`src/rtl/csr_enc_hls_deadlock_pkg.sv`:
```
// Shared types and default constants for the HLS deadlock watchdog.
// Holds the watchdog FSM encoding and the saturating event-counter helper.
package csr_enc_hls_deadlock_pkg;

  typedef enum logic [1:0] {
    ST_IDLE     = 2'd0,
    ST_COUNT    = 2'd1,
    ST_DEADLOCK = 2'd2
  } wd_state_e;

  localparam int DEF_NUM_AXIS  = 4;
  localparam int DEF_NUM_INST  = 1;
  localparam int DEF_THRESHOLD = 16;
  localparam int DEF_CNT_W     = 16;

  localparam logic [7:0] EVT_MAX = 8'd255;

  function automatic logic [7:0] sat_inc8(input logic [7:0] v);
    logic [7:0] r;
    if (v == EVT_MAX) begin
      r = v;
    end else begin
      r = v + 8'd1;
    end
    return r;
  endfunction

endpackage

```
`src/rtl/csr_enc_hls_deadlock_persist_cnt.sv`:
```
// Persistence counter for the deadlock watchdog: clear, load-one, increment,
// and a terminal flag raised when the count reaches THRESHOLD-1.
module csr_enc_hls_deadlock_persist_cnt #(
  parameter int CNT_W     = 16,
  parameter int THRESHOLD = 16
) (
  input  logic clock,
  input  logic reset,
  input  logic clr_i,
  input  logic load_one_i,
  input  logic inc_i,
  output logic term_o
);

  localparam logic [CNT_W-1:0] TERM_VAL = CNT_W'(THRESHOLD - 1);
  localparam logic [CNT_W-1:0] ONE_VAL  = CNT_W'(1);

  logic [CNT_W-1:0] cnt_q;
  logic [CNT_W-1:0] cnt_d;

  // Next count: clear wins over load, load wins over increment.
  always_comb begin
    cnt_d = cnt_q;
    if (clr_i) begin
      cnt_d = '0;
    end else if (load_one_i) begin
      cnt_d = ONE_VAL;
    end else if (inc_i) begin
      cnt_d = cnt_q + ONE_VAL;
    end else begin
      cnt_d = cnt_q;
    end
  end

  // Count register.
  always_ff @(posedge clock) begin
    if (reset) begin
      cnt_q <= '0;
    end else begin
      cnt_q <= cnt_d;
    end
  end

  assign term_o = (cnt_q == TERM_VAL);

endmodule

```
`src/rtl/csr_enc_hls_deadlock_watchdog.sv`:
```
// HLS deadlock watchdog: declares a sticky deadlock once any qualified block
// signal persists for THRESHOLD consecutive cycles; released only by clear.
module csr_enc_hls_deadlock_watchdog
  import csr_enc_hls_deadlock_pkg::*;
#(
  parameter int NUM_AXIS  = DEF_NUM_AXIS,
  parameter int NUM_INST  = DEF_NUM_INST,
  parameter int THRESHOLD = DEF_THRESHOLD,
  parameter int CNT_W     = DEF_CNT_W
) (
  input  logic                clock,
  input  logic                reset,
  input  logic [NUM_AXIS-1:0] axis_block_sigs,
  input  logic [NUM_AXIS-1:0] axis_en,
  input  logic [NUM_INST-1:0] inst_block_sigs,
  input  logic [NUM_INST-1:0] inst_idle_sigs,
  input  logic                clear,
  output logic                block,
  output logic [NUM_AXIS-1:0] block_axis_mask,
  output logic [NUM_INST-1:0] block_inst_mask,
  output logic [7:0]          event_count
);

  localparam bit SINGLE = (THRESHOLD == 1);

  wd_state_e           state_q, state_d;
  logic                block_q, block_d;
  logic [NUM_AXIS-1:0] axis_mask_q, axis_mask_d;
  logic [NUM_INST-1:0] inst_mask_q, inst_mask_d;
  logic [7:0]          event_q, event_d;

  logic [NUM_AXIS-1:0] axis_qual_s;
  logic [NUM_INST-1:0] inst_qual_s;
  logic                any_block_s;
  logic                cnt_clr_s, cnt_load_s, cnt_inc_s, cnt_term_s;
  logic                entry_s;

  // Idle instances cannot be blocked; disabled channels are ignored.
  assign axis_qual_s = axis_block_sigs & axis_en;
  assign inst_qual_s = inst_block_sigs & ~inst_idle_sigs;
  assign any_block_s = (|axis_qual_s) | (|inst_qual_s);

  csr_enc_hls_deadlock_persist_cnt #(
    .CNT_W     (CNT_W),
    .THRESHOLD (THRESHOLD)
  ) u_persist_cnt (
    .clock      (clock),
    .reset      (reset),
    .clr_i      (cnt_clr_s),
    .load_one_i (cnt_load_s),
    .inc_i      (cnt_inc_s),
    .term_o     (cnt_term_s)
  );

  // Next-state, counter control and deadlock-entry detection.
  always_comb begin
    state_d    = state_q;
    cnt_clr_s  = 1'b0;
    cnt_load_s = 1'b0;
    cnt_inc_s  = 1'b0;
    entry_s    = 1'b0;
    case (state_q)
      ST_IDLE: begin
        if (!any_block_s) begin
          cnt_clr_s = 1'b1;
        end else if (SINGLE) begin
          state_d   = ST_DEADLOCK;
          entry_s   = 1'b1;
          cnt_clr_s = 1'b1;
        end else begin
          state_d    = ST_COUNT;
          cnt_load_s = 1'b1;
        end
      end
      ST_COUNT: begin
        if (!any_block_s) begin
          state_d   = ST_IDLE;
          cnt_clr_s = 1'b1;
        end else if (cnt_term_s) begin
          state_d   = ST_DEADLOCK;
          entry_s   = 1'b1;
          cnt_clr_s = 1'b1;
        end else begin
          cnt_inc_s = 1'b1;
        end
      end
      ST_DEADLOCK: begin
        cnt_clr_s = 1'b1;
        if (!clear) begin
          state_d = ST_DEADLOCK;
        end else if (!any_block_s) begin
          state_d = ST_IDLE;
        end else if (SINGLE) begin
          // Acknowledged but still blocked: this edge is a fresh entry.
          state_d = ST_DEADLOCK;
          entry_s = 1'b1;
        end else begin
          state_d    = ST_COUNT;
          cnt_clr_s  = 1'b0;
          cnt_load_s = 1'b1;
        end
      end
      default: begin
        state_d   = ST_IDLE;
        cnt_clr_s = 1'b1;
      end
    endcase
  end

  // Output next values: masks capture on entry, hold in DEADLOCK, else zero.
  always_comb begin
    block_d     = (state_d == ST_DEADLOCK);
    axis_mask_d = axis_mask_q;
    inst_mask_d = inst_mask_q;
    event_d     = event_q;
    if (entry_s) begin
      axis_mask_d = axis_qual_s;
      inst_mask_d = inst_qual_s;
      event_d     = sat_inc8(event_q);
    end else if (state_d != ST_DEADLOCK) begin
      axis_mask_d = '0;
      inst_mask_d = '0;
    end else begin
      axis_mask_d = axis_mask_q;
      inst_mask_d = inst_mask_q;
    end
  end

  // State and registered outputs.
  always_ff @(posedge clock) begin
    if (reset) begin
      state_q     <= ST_IDLE;
      block_q     <= 1'b0;
      axis_mask_q <= '0;
      inst_mask_q <= '0;
      event_q     <= 8'd0;
    end else begin
      state_q     <= state_d;
      block_q     <= block_d;
      axis_mask_q <= axis_mask_d;
      inst_mask_q <= inst_mask_d;
      event_q     <= event_d;
    end
  end

  assign block           = block_q;
  assign block_axis_mask = axis_mask_q;
  assign block_inst_mask = inst_mask_q;
  assign event_count     = event_q;

endmodule

```
`config.mk`:
```
export PLATFORM = sky130hd
export DESIGN_NAME = csr_enc_hls_deadlock_watchdog
export DESIGN_NICKNAME = d
export VERILOG_FILES = /design/src/rtl/csr_enc_hls_deadlock_pkg.sv /design/src/rtl/csr_enc_hls_deadlock_persist_cnt.sv /design/src/rtl/csr_enc_hls_deadlock_watchdog.sv
export SDC_FILE = /design/constraint.sdc
export NUM_CORES = 1
export LEC_CHECK = 0
export CORE_UTILIZATION = 40
export DETAILED_ROUTE_END_ITERATION = 8
export SKIP_CTS_REPAIR_TIMING = 1
export SLEW_MARGIN = 5
export SYNTH_ARGS = -nofsm -noshare
export SYNTH_HDL_FRONTEND = slang
export SYNTH_SLANG_ARGS = --single-unit
```
`constraint.sdc`:
```
create_clock -name clock -period 2.5 [get_ports clock]
set_input_delay 0.5 -clock clock [delete_from_list [all_inputs] [get_ports clock]]
set_output_delay 0.5 -clock clock [all_outputs]
set_load 0.01 [all_outputs]
```
==> impl_metrics.tcl <==
set metrics [dict create \
    fin_nets 216 \
    path_class "reg2reg" \
    cp_max_fo 9 \
    start_kind "register" \
    cts_tree "built" \
    start_util_pct 42.2 \
    htree_num_levels 2 \
    die_x_um 64.6 \
    via_count 1310 \
    relSlewSlack_pct 65.5 \
    yosys_warnings 0 \
    multiInputGateArea_um2 872 \
    dpl_worst_slack_ns 0.250 \
    finalWorstSetupSlack_ns 0.466 \
    worst_slew_pin_slew_ns 0.518 \
    area_delta_synth_final_pct 24.7 \
    fin_crit_ns 2.03 \
    layout-drive-gt1-share_pct 13.4 \
    grt.overflow.total 0 \
    route.detailed.drc 0 \
    avgRoutedWirePerCell_um 13.0 \
    grt_first_pass_wirelength_mm 5.51 \
    syn-num-nets 187 \
    cts.sinks 32 \
    antenna_found_initial 0 \
    hold_class "reg2reg" \
    die-height_um 64.6 \
    viasPerCell 5.24 \
    power_mw 0.990 \
    wl_mm 3.25 \
    finalCritPeriodShare_pct 81.4 \
    ir_worst_vdd_mv 0.379 \
    synthArstFlopShare_pct 0 \
    cts_buffers 5 \
    path_cells "ha_1 -> and3_1 -> nand4_1 -> buf_4 -> nor4_2 -> mux2_2" \
    drv_slew 0 \
    power.density_nw_per_um2 506 \
    critPathBufInv 1 \
    worst_hold_path.num_cells 2 \
    hpwl_mm 2.38 \
    synth_enable_flop_cells 0 \
    synth_top_flop_cell "dfxtp_1" \
    cap_violations 0 \
    rsz0062_at_grt "false" \
    cp_slowest_stage_delay_ns 0.37 \
    worst_r2r_path_depth 6 \
    core_um2 3720 \
    finalSetupViolCount 0 \
    ys_seq_area_share_pct 40.8 \
    cp_num_cells 6 \
    leakagePower_nw 0.647 \
    n_fill_cell 368 \
    clk_pin_slew_ns 0.06 \
    rows 22 \
    fin_skew_ns 0.00564 \
    ios 27 \
    syn-cell-area_um2 1570 \
    ant_nets 0 \
    place_congestion 0.769 \
    yosys_register_bits 32 \
    clock_latency_ns 0.28 \
    avgSynthCellArea_um2 9.12 \
    diodes 0 \
    root_buffer "clkbuf_8" \
    hold_violations 0 \
    critPathSlowestCell "dfxtp_1" \
    fin_tns_setup_ns 0 \
    placed_cells 242 \
    cp_data_required_time_ns 2.67 \
    hold_path_startpoint "block_axis_mask[0]" \
    drtPass1Iterations 4 \
    hold_slack_ns 0.443 \
    grt_pass1_vias 1299 \
    outcome "completed" \
    end_kind "register" \
    port_buffers 26 \
    cp.arrival_ns 2.20 \
    crit_start "u_persist_cnt.cnt_q[0]" \
    worst_r2r_startpoint "u_persist_cnt.cnt_q[0]" \
    max_freq_mhz 492 \
    grt_max_degree 21 \
    die_area_um2 4180 \
    instances_no_fill 250 \
    regArea_um2 641 \
    critical-path-top-delay-family "simple AND/OR/NAND/NOR gates" \
    synth.distinct_cells 41 \
    drtIter0Drc 73 \
    max-clock-path-buffers 2 \
    grt.total_usage_pct 17.7 \
    syn-instance-count 172 \
]
==> area by class of cell <==
cell class	count	area share, %
inverters	3	0.575
repair buffers	29	14.5
well taps	48	3.07
flip-flops and latches	32	32.7
multi-input cells	130	44.6
clock buffers	8	4.60
==> power by group <==
| part | total [mW] | switching (mW) | internal [mW] |
|---|---|---|---|
| registers | 0.519 | 0.00424 | 0.515 |
| logic | 0.0657 | 0.0331 | 0.0326 |
| clock network | 0.405 | 0.181 | 0.224 |
==> worst paths after layout <==
kind | to | slack, ns
setup / recovery | event_count[7] | 0.47
hold / removal | block_axis_mask[0] | 0.44
setup reg to reg | event_count[7] | 0.47
hold reg to reg | block_axis_mask[0] | 0.44
==> synthesized netlist by cell type (3+ instances only) <==
cell | instances | area share [%]
xor2_1 | 4 | 2.2
o21ai_1 | 5 | 1.6
and3_1 | 4 | 1.6
nand2b_1 | 5 | 2.0
buf_2 | 3 | 0.96
dfxtp_1 | 32 | 41
nor2b_1 | 6 | 2.4
a21oi_1 | 5 | 1.6
xnor2_1 | 7 | 3.9
mux2_2 | 6 | 4.3
nand2_1 | 16 | 3.8
nor4_2 | 7 | 5.6
inv_1 | 3 | 0.72
nor2_1 | 23 | 5.5
nand4_1 | 8 | 3.2
nor3_1 | 3 | 0.96
nand3_1 | 3 | 0.96
==> per-layer routing <==
metal	part of all wire (%)	routed length [um]	vias up	global-route usage (%)
li1	-	-	673	-
met5	0	0	-	0
met2	52	1680	29	31.2
met1	43	1390	603	19.1
met4	1.8	59	0	10.0
met3	3.7	120	5	4.40
==> metrics by stage <==
| step | utilization [%] | cell area, um^2 |
|---|---|---|
| finish | 52.7 | 1960 |
| global route | 52.7 | 1960 |
| CTS | 52.7 | 1960 |
| detailed placement | 50.2 | 1870 |
| global placement | 50.2 | 1870 |
| floorplan | - | 1570 |
==> state kept, by name (all words and copies together) (netlist names) <==
signal,flops
u_persist_cnt.cnt_q,16
block_axis_mask,4
state_q,2
event_count,8
block_inst_mask,1
block,1
==> worst min-delay path, stage by stage (launching register included) <==
cell and delay [ns]:
dfxtp_1 0.31, nand2_1 0.05, o21ai_1 0.05
==> layout by cell type (no fill, tap or decap), drive strengths merged <==
cell	n
nor4b	1
and2	2
inv	3
dfxtp	32
o31ai	1
o21a	1
o22ai	1
xor2	4
and3	4
xnor2	7
clkdlybuf4s50	26
buf	3
o21ai	7
and4	3
nor2b	6
o41ai	1
a21oi	5
nand2b	5
nor4	9
or4	2
a22oi	2
ha	2
nor2	23
nand4	8
clkbuf	8
mux2i	1
a211o	1
nor3	3
or4b	1
nand2	16
or3b	2
mux2	6
nand3	3
or3	2
a31o	1
==> kinds of logic (layout without fill, tap and decap cells) <==
group | count (synthesis) | after routing | share of synthesized area, %
multiplexers | 7 | 7 | 4.94
XOR/XNOR | 11 | 11 | 6.14
AO/OA/AOI/OAI | 20 | 20 | 7.82
buffers and inverters | 10 | 40 | 3.59
AND/OR/NAND/NOR | 90 | 90 | 35.1
adder cells (fa/ha/maj) | 2 | 2 | 1.59
flip-flops | 32 | 32 | 40.8
(Power assumes the default switching activity.)
